**src/rtl/maf_ctrl_pkg.sv**
```systemverilog
// Shared constants and types for the moving-average filter stream controller.
package maf_ctrl_pkg;
  localparam int N_BITS    = 32;
  localparam int WARMUP    = 7;
  localparam int FLUSH_LEN = 7;
  localparam int DECIM_W   = 8;
  localparam int CNT_MAX   = (WARMUP > FLUSH_LEN) ? WARMUP : FLUSH_LEN;
  localparam int CNT_W     = $clog2(CNT_MAX + 1);

  localparam logic [CNT_W-1:0] WARMUP_C    = CNT_W'(WARMUP);
  localparam logic [CNT_W-1:0] FLUSH_LEN_C = CNT_W'(FLUSH_LEN);

  typedef enum logic [1:0] { CLEAR, RUN, FLUSH } state_e;
endpackage

```
**src/rtl/maf_out_slot.sv**
```systemverilog
// Single-entry output holding register with valid/ready handshake.
module maf_out_slot
  import maf_ctrl_pkg::*;
(
  input  logic              clk,
  input  logic              rst,
  input  logic              load,
  input  logic [N_BITS-1:0] load_data,
  input  logic              m_ready,
  output logic              m_valid,
  output logic [N_BITS-1:0] m_data,
  output logic              free
);
  logic              m_valid_q, m_valid_d;
  logic [N_BITS-1:0] m_data_q, m_data_d;

  always_comb begin
    m_valid_d = m_valid_q && !m_ready;
    m_data_d  = m_data_q;
    if (load) begin
      m_valid_d = 1'b1;
      m_data_d  = load_data;
    end
  end

  always_ff @(posedge clk or posedge rst) begin
    if (rst) begin
      m_valid_q <= 1'b0;
      m_data_q  <= '0;
    end else begin
      m_valid_q <= m_valid_d;
      m_data_q  <= m_data_d;
    end
  end

  assign m_valid = m_valid_q;
  assign m_data  = m_data_q;
  assign free    = !m_valid_q || m_ready;
endmodule

```
**src/rtl/maf_stream_ctrl.sv**
```systemverilog
// Sequencing controller for the 4-tap moving-average filter: strobes samples in,
// tracks warm-up, decimates results and handles clear / end-of-block flush.
module maf_stream_ctrl
  import maf_ctrl_pkg::*;
(
  input  logic               clk,
  input  logic               rst,
  input  logic               s_valid,
  output logic               s_ready,
  input  logic [N_BITS-1:0]  s_data,
  output logic               m_valid,
  input  logic               m_ready,
  output logic [N_BITS-1:0]  m_data,
  input  logic [DECIM_W-1:0] decim,
  input  logic               flush_req,
  input  logic               clear_req,
  output logic               busy,
  output logic               filt_we,
  output logic               filt_rst,
  output logic [N_BITS-1:0]  filt_din,
  input  logic [N_BITS-1:0]  filt_dout
);
  state_e              state_q, state_d;
  logic                filt_we_q, filt_we_d;
  logic                cap_q, cap_d;
  logic [N_BITS-1:0]   filt_din_q, filt_din_d;
  logic [CNT_W-1:0]    warm_cnt_q, warm_cnt_d, flush_cnt_q, flush_cnt_d, warm_inc;
  logic [DECIM_W-1:0]  dec_cnt_q, dec_cnt_d, decim_q, decim_d, dec_nxt, dec_inc;
  logic                pend, out_free, slot_free, cap_active, eligible, load;
  logic                accept, flush_strobe;

  function automatic logic [CNT_W-1:0] sat_inc(input logic [CNT_W-1:0] v);
    return (v == WARMUP_C) ? v : v + CNT_W'(1);
  endfunction

  // A result is captured the cycle after its strobe; a capture landing in CLEAR is stale.
  assign pend       = filt_we_q;
  assign cap_active = cap_q && (state_q != CLEAR);
  assign warm_inc   = sat_inc(warm_cnt_q);
  assign eligible   = (warm_inc == WARMUP_C);
  assign dec_nxt    = dec_cnt_q + DECIM_W'(1);
  assign dec_inc    = (dec_nxt == decim_q) ? '0 : dec_nxt;
  assign load       = cap_active && eligible && (dec_inc == '0);

  // A slot being filled this cycle is not free for the next strobe's result.
  assign slot_free    = out_free && !load;
  assign s_ready      = (state_q == RUN) && !pend && slot_free && !flush_req && !clear_req;
  assign accept       = s_valid && s_ready;
  assign flush_strobe = (state_q == FLUSH) && !pend && slot_free && !clear_req &&
                        (flush_cnt_q != FLUSH_LEN_C);

  always_comb begin
    state_d = state_q;
    case (state_q)
      CLEAR:   state_d = RUN;
      RUN: begin
        if (clear_req)      state_d = CLEAR;
        else if (flush_req) state_d = FLUSH;
      end
      FLUSH: begin
        if (clear_req)                                 state_d = CLEAR;
        else if (cap_q && flush_cnt_q == FLUSH_LEN_C) state_d = CLEAR;
      end
      default: state_d = CLEAR;
    endcase
  end

  always_comb begin
    busy     = (state_q != RUN);
    filt_rst = (state_q == CLEAR);
  end

  always_comb begin
    warm_cnt_d  = warm_cnt_q;
    dec_cnt_d   = dec_cnt_q;
    flush_cnt_d = flush_cnt_q;
    decim_d     = decim_q;
    filt_din_d  = filt_din_q;
    filt_we_d   = accept || flush_strobe;
    cap_d       = filt_we_q;
    if (state_q == CLEAR) begin
      warm_cnt_d  = '0;
      dec_cnt_d   = '0;
      flush_cnt_d = '0;
      decim_d     = (decim == '0) ? DECIM_W'(1) : decim;
    end else begin
      if (cap_active) begin
        warm_cnt_d = warm_inc;
        if (eligible) dec_cnt_d = dec_inc;
      end
      if (flush_strobe) flush_cnt_d = flush_cnt_q + CNT_W'(1);
    end
    if (accept)            filt_din_d = s_data;
    else if (flush_strobe) filt_din_d = '0;
  end

  always_ff @(posedge clk or posedge rst) begin
    if (rst) state_q <= CLEAR;
    else     state_q <= state_d;
  end

  always_ff @(posedge clk or posedge rst) begin
    if (rst) begin
      filt_we_q   <= 1'b0;
      cap_q       <= 1'b0;
      warm_cnt_q  <= '0;
      dec_cnt_q   <= '0;
      flush_cnt_q <= '0;
      decim_q     <= DECIM_W'(1);
    end else begin
      filt_we_q   <= filt_we_d;
      cap_q       <= cap_d;
      warm_cnt_q  <= warm_cnt_d;
      dec_cnt_q   <= dec_cnt_d;
      flush_cnt_q <= flush_cnt_d;
      decim_q     <= decim_d;
    end
  end

  // Sample register only matters while filt_we is high.
  always_ff @(posedge clk) begin
    filt_din_q <= filt_din_d;
  end

  assign filt_we  = filt_we_q;
  assign filt_din = filt_din_q;

  maf_out_slot u_out_slot (
    .clk       (clk),
    .rst       (rst),
    .load      (load),
    .load_data (filt_dout),
    .m_ready   (m_ready),
    .m_valid   (m_valid),
    .m_data    (m_data),
    .free      (out_free)
  );
endmodule

```
**config.mk**
```make
export PLATFORM = sky130hd
export DESIGN_NAME = maf_stream_ctrl
export DESIGN_NICKNAME = d
export VERILOG_FILES = /design/src/rtl/maf_ctrl_pkg.sv /design/src/rtl/maf_out_slot.sv /design/src/rtl/maf_stream_ctrl.sv
export SDC_FILE = /design/constraint.sdc
export NUM_CORES = 1
export LEC_CHECK = 0
export CAP_MARGIN = 15
export CORE_ASPECT_RATIO = 0.6
export CORE_MARGIN = 1
export CORE_UTILIZATION = 45
export DETAILED_ROUTE_END_ITERATION = 8
export PLACE_DENSITY = 0.77
export SYNTH_ARGS = -nofsm -noshare
export SYNTH_HDL_FRONTEND = slang
export SYNTH_SLANG_ARGS = --single-unit
```
**constraint.sdc**
```tcl
create_clock -name clk -period 5.2 [get_ports clk]
set_input_delay 1.04 -clock clk [delete_from_list [all_inputs] [get_ports clk]]
set_output_delay 1.04 -clock clk [all_outputs]
set_load 0.01 [all_outputs]
```
======== Word level (Yosys, flattened, before mapping) ========
Cells that the tools add are included.
operators by class
  mux-type cells .......................... 18
  reduce and logical (&&, ||, !) cells .... 33
  $add $sub $neg .......................... 3
  equality and inequality tests ........... 10
operators with widths
  operator                                                                number
  32-bit two-way mux                                                      2
  8-bit two-way mux                                                       5
  8-bit zero test                                                         2
  1-bit logical AND                                                       15
  3-bit two-way mux                                                       5
  2-bit nonzero test                                                      5
  3-bit equality test (second input constant)                             3
  8-bit by 1-bit adder with 8-bit output (second input constant)          1
  8-bit equality test                                                     1
  2-bit two-way mux                                                       4
  3-bit by 1-bit adder with 3-bit output (second input constant)          2
  1-bit zero test                                                         6
  3-bit != test (second input constant)                                   2
  2-bit case mux with 3 select lines                                      1
  2-bit AND reduction                                                     2
  3-bit by 2-bit != test with 1-bit output (second input constant)        1
  2-bit by 1-bit equality test with 1-bit output (second input constant)  1
  2-bit equality test (second input constant)                             1
  2-bit zero test                                                         1
  1-bit logical OR                                                        2
  2-bit by 1-bit != test with 1-bit output (second input constant)        1
  1-bit two-way mux                                                       1
storage, ports and cells
  input port bits ......................... 78
  output and inout bits ................... 69
  word-level logic and storage cells ...... 74
  flip-flop bits (word level) ............. 91

======== Longest topological paths before layout ========
  word-level depth ........................ 12
  gate-level depth with buffers ........... 9
  depth with buffers taken out ............ 7

======== By module ========
Synthesis repeated with hierarchy kept, for this count alone.
second synthesis, totals
  cells, all modules ...................... 310
  area, all modules ....................... 4246.6 um^2
modules (own cells, without submodules)
  module           times used  area an instance (um^2)  cells each  seq. area each (um^2)
  maf_stream_ctrl  1           2864.0                   238         1612.8
  maf_out_slot     1           1382.6                   72          825.8

======== Worst setup path before layout ========
OpenSTA, ideal clock, no wires.
  path kind ............................... register to register
  from .................................... register dec_cnt_q[1]
  to ...................................... register filt_din_q[0], in the netlist filt_din[0] (enable)
  data arrival time ....................... 3357 ps
  cell stages (with the launch flop) ...... 9
  period minus slack after synthesis ...... 3779 ps
  buffers on the path ..................... 1
  setup time .............................. 423 ps
  path slack .............................. 1421 ps
  cell sequence ........................... dfrtp_1 -> ha_1 -> and3_1 -> mux2i_1 -> a31oi_2 -> o2111ai_4 -> a31oi_2 -> buf_2 -> nor2_1
on the way
  cells in the longest elaborated chain, start to end .. 12
  elaborated cells on any way between the ends .. 15
  those cells by class .................... add/sub (1); eq/ne (1); mux (1); reduce/logical (12)
RTL lines
  item                                        RTL line                source
  start, declared                             maf_stream_ctrl.sv:28   logic [DECIM_W-1:0] dec_cnt_q, dec_cnt_d, decim_q, decim_d, dec_nxt, dec_inc;
  start signal, assigned                      maf_stream_ctrl.sv:114  dec_cnt_q <= dec_cnt_d;
  8-bit by 1-bit adder with 8-bit output (*)  maf_stream_ctrl.sv:41   assign dec_nxt = dec_cnt_q + DECIM_W'(1);
  8-bit equality test                         maf_stream_ctrl.sv:42   assign dec_inc = (dec_nxt == decim_q) ? '0 : dec_nxt;
  8-bit two-way mux (*)                       maf_stream_ctrl.sv:42
  8-bit zero test (*)                         maf_stream_ctrl.sv:43   assign load = cap_active && eligible && (dec_inc == '0);
  1-bit logical AND (*)                       maf_stream_ctrl.sv:43
  1-bit zero test (*)                         maf_stream_ctrl.sv:46   assign slot_free = out_free && !load;
  1-bit logical AND (*)                       maf_stream_ctrl.sv:46
  1-bit logical AND (3 in a row)              maf_stream_ctrl.sv:47   assign s_ready = (state_q == RUN) && !pend && slot_free && !flush_req && !clear_req;
  1-bit logical AND                           maf_stream_ctrl.sv:48   assign accept = s_valid && s_ready;
  2-bit nonzero test (no source line) (*)     --
  end signal, assigned                        maf_stream_ctrl.sv:122  filt_din_q <= filt_din_d;
  end, declared                               maf_stream_ctrl.sv:26   logic [N_BITS-1:0] filt_din_q, filt_din_d;
Every way passes the cells marked *; elsewhere a longest branch is shown, timed or not.
A chain may end at the register's enable or synchronous reset.

======== Worst setup path after layout ========
  from .................................... register dec_cnt_q[0]
  to ...................................... output port s_ready
on the way
  cells in the longest elaborated chain, start to end .. 10
RTL lines
  item                                        RTL line               source
  8-bit by 1-bit adder with 8-bit output (*)  maf_stream_ctrl.sv:41
  8-bit equality test                         maf_stream_ctrl.sv:42
  8-bit two-way mux (*)                       maf_stream_ctrl.sv:42
  8-bit zero test (*)                         maf_stream_ctrl.sv:43
  1-bit logical AND (*)                       maf_stream_ctrl.sv:43
  1-bit zero test (*)                         maf_stream_ctrl.sv:46
  1-bit logical AND (*)                       maf_stream_ctrl.sv:46
  1-bit logical AND (*) (3 in a row)          maf_stream_ctrl.sv:47
  end, declared                               maf_stream_ctrl.sv:9   output logic s_ready,
Marked as above.

==> impl_metrics.yaml <==
critical_path:
  worstPathRequired_ns: 4.16
  path_cells: "ha_1 -> nand3_2 -> or4b_1 -> a31oi_2 -> o2111ai_4 -> a31oi_2 -> nor2b_1 -> clkdlybuf4s50_1"
  crit_path_end_kind: "primary output"
  crit_top_cell: "a31oi_2"
  path_class: "flip-flop to primary output"
  start_kind: "flip-flop"
  crit_fanout: 10
  crit_arrival_ns: 3.20
  cpPeakStageDelay_ns: 0.53
  crit_slowest_cell: "or4b_1"
die:
  initial_utilization_pct: 47.65
  core.rowCount: 26
  ios: 147
  die_h_um: 76.42
  die_w_um: 126.0
  coreArea_um2: 8718
  die-area_um2: 9632
drt:
  drc: 0
  dr.pass1.iters: 5
  drt-total-wl_um: 9929
  wire_per_inst_um: 16.33
  via_per_inst: 5.186
  drtIter0Drc: 154
  vias: 3153
  antenna_left: 0
yosys:
  yosysTopAreaCell: "dfrtp_1"
  syn_area_um2: 4154
  synth_seq_area_share_pct: 58.70
  async_flop_share_pct: 64.84
  ys_seq_elements: 91
  netlist.area_leader.share_pct: 34.94
  synth_commonest_cells: "58 x dfrtp_1, 50 x nor2_1, 39 x nand2_1, 34 x mux2_2, 32 x edfxtp_1"
  yosys_warnings: 0
  synth_edf_count: 32
  synth.distinct_cells: 50
  syn_avg_cell_area_um2: 11.94
  yosys.cell_count.top_type: "dfrtp_1"
  synth.area.top_cells: "dfrtp_1 35%, edfxtp_1 23%, mux2_2 9.2%"
  synth.net_count: 430
  synthFlopType: "dfrtp_1"
  syn_inst: 348
grt:
  gr-total-overflow: 0
  gr-usage-all-layers_pct: 22.11
  grt_pass1_vias: 3237
  grt_antenna_before_repair: 0
  grt_max_degree: 60
  grt_pass1_wl_um: 16530
job:
  drv_cap: 0
sta:
  slew_headroom_pct: 24.83
  min_period_over_period_pct: 81.55
  worstMarginPinSlew_ns: 1.125
  final.setup_skew_ns: 0.004834
  drv_slew: 0
  fmax_ghz: 0.2358
  period_needed_ns: 4.240
  finalHoldViolations: 0
  tns_ns: 0
  rsz0062_at_grt: "false"
  setup_viol: 0
min_path:
  hold_path.class: "flip-flop to flip-flop"
clock_tree:
  cts_buffers: 9
  postCtsHoldBufs: 0
  cts_tree: "built"
  insertion_delay_ns: 0.34
  cts_setup_buffers: 0
  clk_pin_slew_ns: 0.06
  cts_root_buf: "clkbuf_16"
  postCtsResizedCells: 0
  htreeDepth: 3
  clk_path_buf_depth: 2
  cts.sinks: 91
place:
  portBuffers: 146
  gp_congestion: 0.8504
  dp_hpwl_um: 7177
pwr:
  power_density_nw_per_um2: 308.5
  p_leak_nw: 2.465
  max-vdd-ir-drop_v: 0.0001880
cells_and_area:
  nets: 573
  layout-area-overhead-vs-synth_pct: 44.79
  drive_gt1_share_pct: 13.71
  final_util_pct: 68.99
  antenna_cells: 0
run_status:
  status: "finished, final reports clean"
[final timing paths]
check	end	start	slack, ns	cells after the start
setup / recovery	s_ready	dec_cnt_q[0]	0.96	8
hold / removal	cap_q	filt_we	0.47	0
setup reg to reg	filt_din[15]	dec_cnt_q[0]	1.50	9
hold reg to reg	cap_q	filt_we	0.47	0
max in group asynchronous	u_out_slot.m_data[28]	rst	3.50	3
min in group asynchronous	decim_q[2]	rst	1.23	3
[state kept, by name (all words and copies together), names as in the netlist, 2 cells and up]
| name | count |
|---|---|
| warm_cnt_q | 3 |
| dec_cnt_q | 8 |
| flush_cnt_q | 3 |
| decim_q | 8 |
| u_out_slot.m_data | 32 |
| filt_din | 32 |
| state_q | 2 |
[critical path: cells and delay by family (launching register included)]
kind            cells  cell delay [ns]
fa+ha+maj           1             0.36
simple gates        3             0.79
compound gates      3             0.71
buf+inv             1             0.48
flops               1             0.52
[routing by layer]
layer / GRT usage (%) / routed length, um / share of wire, %
met4: 6.747 / 115 / 1.2
met3: 9.691 / 985 / 9.9
met1: 28.25 / 4290 / 43
met2: 33.87 / 4538 / 46
met5: 0 / 0 / 0
[cell type report]
cell class                      instances  area [um^2]
Sequential cell                        91         2439
Timing Repair Buffer                  151         1499
Clock buffer                           12        266.5
Inverter                                4        15.01
Multi-Input combinational cell        234         1602
Clock inverter                          4        53.80
Fill cell                             663         2704
Tap cell                              112        140.1
[kinds of logic after synthesis]
| group | after synthesis | share of synthesized area (%) |
|---|---|---|
| AO/OA/AOI/OAI | 31 | 5.964 |
| XOR/XNOR | 16 | 3.373 |
| adder cells (fa/ha/maj) | 4 | 1.205 |
| buffers and inverters | 23 | 2.801 |
| flip-flops | 91 | 58.70 |
| multiplexers | 42 | 11.30 |
| AND/OR/NAND/NOR | 141 | 16.66 |
[where the power goes]
part	switching, mW	internal, mW
registers	0.0421	0.807
clock network	0.271	0.415
logic	0.149	0.171
[layout by cell type, fill, tap and decap left out, types with 3 or more instances in the layout]
master | Yosys | final
a31oi_1 | 3 | 3
o21ai_0 | 4 | 4
nand2_1 | 39 | 39
mux2i_1 | 3 | 3
a21oi_1 | 8 | 8
and4_1 | 3 | 3
nor4_1 | 6 | 6
mux2_1 | 5 | 5
edfxtp_1 | 32 | 32
clkbuf_16 | 0 | 9
clkdlybuf4s50_1 | 0 | 146
nor2_1 | 50 | 49
or3_1 | 6 | 6
nor3_1 | 7 | 7
xnor2_1 | 12 | 12
mux2_2 | 34 | 34
nor4bb_1 | 4 | 4
nand2b_1 | 4 | 4
nand3_1 | 4 | 4
clkbuf_8 | 0 | 3
ha_1 | 4 | 4
xor2_1 | 4 | 4
buf_4 | 0 | 5
dfrtp_1 | 58 | 58
nor2b_1 | 3 | 3
nand4_1 | 5 | 5
[metrics by stage]
step | hold slack, ns | total power [mW] | area (um^2) | setup slack (ns) | std cells
after detailed placement | 0.4494 | 1.183 | 5694 | 1.343 | 592
after CTS | 0.4643 | 1.873 | 6015 | 0.9667 | 608
after global placement | 0.4445 | 1.175 | 5694 | 1.477 | 592
after global routing | 0.4930 | 1.937 | 6015 | 0.7701 | 608
after floorplan | 0.4400 | 1.034 | 4154 | 1.421 | 348
final | 0.4690 | 1.856 | 6015 | 0.9595 | 608
Note: power is estimated with default switching activity, not from simulation.
==> variant, RTL diff (same settings) <==
Set the package constant `FLUSH_LEN` to 6 (it was 7).
--- a/src/rtl/maf_ctrl_pkg.sv
+++ b/src/rtl/maf_ctrl_pkg.sv
@@ -4,3 +4,3 @@
   localparam int WARMUP    = 7;
-  localparam int FLUSH_LEN = 7;
+  localparam int FLUSH_LEN = 6;
   localparam int DECIM_W   = 8;
Behaviour: no difference found for any inputs over 10 cycles, from zero or initial values and one cycle with rst high; that may be too few to reach the edited logic, so the function may still have changed.
==> variant against the original RTL <==
Wire length shrank 5.3%; final area shrank 2.7%; critical path depth is the same; worst setup slack gained 0.20 ns; sequential power grew 0.7%; sequential cell count is the same; register-to-register slack gained 0.27 ns; total power shrank 3.5%; first-iteration DRC count shrank 36%; non-clock buffer count shrank 1; area after synthesis shrank 3.0%; cell count shrank 6.9%; die area shrank 2.9%; critical path type unchanged; largest cell class unchanged.
==> variant: results (changes against the original RTL) <==
Post-synthesis sequential area ratio -> 60.5% (+1.8 points)
Max VDD drop -> 0.242 mV (+29%)
Arrival @ worst endpoint -> 3.00 ns (-0.20 ns)
Dpl hpwl -> 7090 µm (-1.2%)
Port buffer count -> 146 (unchanged)
Layout cells sized above 1 -> 9.69% (-4.0 points)
Post-synthesis cell type count -> 51 (+2.0%)
Synth top area cells -> dfrtp_1, edfxtp_1, mux2_1
Total GRT Usage -> 21.0% (-1.1 points)
Tcrit/Tclk final -> 77.7% (-3.8 points)
Slew HR -> 45.3% (+20 points)
Reg2reg setup slack -> 1.77 ns (+0.27 ns)
Syn nets -> 385 (-10%)
CP Max Fanout -> 13 (+3)
Total Nets Final -> 531 (-7.3%)
Outcome -> complete, no violations
Leak -> 2.47 nW (about the same)
Main synth FF type -> dfrtp_1
Dpl ws -> 1.28 ns (-0.0581 ns)
Cell Count, Final, Fillers Out -> 566 (-6.9%)
Via density per instance -> 5.13 (-1.0%)
Ys async rst share -> 64.8% (unchanged)
Max incr delay on CP -> 0.49 ns (-0.04 ns)
Crit-path slowest cell -> clkdlybuf4s50_1
RD Place Congestion -> 0.855 (+0.56%)
Router iterations before antenna repair -> 4 (-1)
WL final -> 9400 µm (-5.3%)
Internal power -> 1.32 mW (-5.2%)
Synth cell count leaders -> dfrtp_1, and2_1, edfxtp_1, mux2_1, nor2_1
Number of global-route vias before repair -> 2746 (-15%)
Global-route wire length before repair -> 14300 µm (-14%)
Diodes inserted -> 0 (unchanged)
1st-iter DRT viols -> 98 (-36%)
Placed Area -> 0.00556 mm² (-2.4%)
Hold Slack -> 0.450 ns (-0.0195 ns)
Worst Skew -> 0.00869 ns (+0.00385 ns)
Placed cell count -> 550 (-7.1%)
Cells after Synth -> 303 (-13%)
## variant: cell types whose count changed after synthesis, sizes merged, moves of 4 or more
cell	change
and3	+5
nand4	-4
nand2	-28
nor4	-4
nor2	-34
nor3	-4
clkbuf	-7
o21ai	+5
or3	-5
and2	+32
## variant: cells by family after synthesis
| kind of cell | Yosys count | synth area share (%) |
|---|---|---|
| compound gates | 40 | 6.92 |
| flops | 91 | 60.5 |
| simple gates | 93 | 13.3 |
| mux | 41 | 11.4 |
| buf+inv | 21 | 3.26 |
| fa+ha+maj | 4 | 1.24 |
| xor+xnor | 13 | 3.35 |
## variant: path summary, 6_finish.rpt
kind / depth (start not counted) / start / to
setup reg to reg: 8 / dec_cnt_q[0] / u_out_slot.m_data[23]
hold / removal: 0 / filt_we / cap_q
hold reg to reg: 0 / filt_we / cap_q
min in group asynchronous: 3 / rst / u_out_slot.m_data[31]
setup / recovery: 8 / dec_cnt_q[0] / s_ready
max in group asynchronous: 3 / rst / decim_q[6]
## variant: power groups by stage
stage          Sequential [mW]  Combinational (mW)  Clock (mW)
4_1_cts                  0.854               0.309       0.648
6_report                 0.855               0.306       0.629
2_1_floorplan            0.862               0.156           0
5_1_grt                  0.862               0.333       0.675
3_5_place_dp             0.868               0.306           0
3_3_place_gp             0.866               0.296           0
## variant: final cells by class
cell class                 count  area, µm²
clock buffer                   9        225
clock inverter                 7       71.3
fill                         634       2740
inverter                       6       22.5
multi-input combinational    191       1460
sequential                    91       2440
tap                          112        140
timing repair buffer         150       1490
## variant: metal layers
layer	part of all wire (%)	vias up	track usage [%]	wire [µm]
li1	-	1382	-	-
met4	1.1	0	6.35	100
met3	8.6	10	9.51	808
met2	44	104	30.1	4170
met1	46	1409	28.9	4330
met5	0	-	0	0
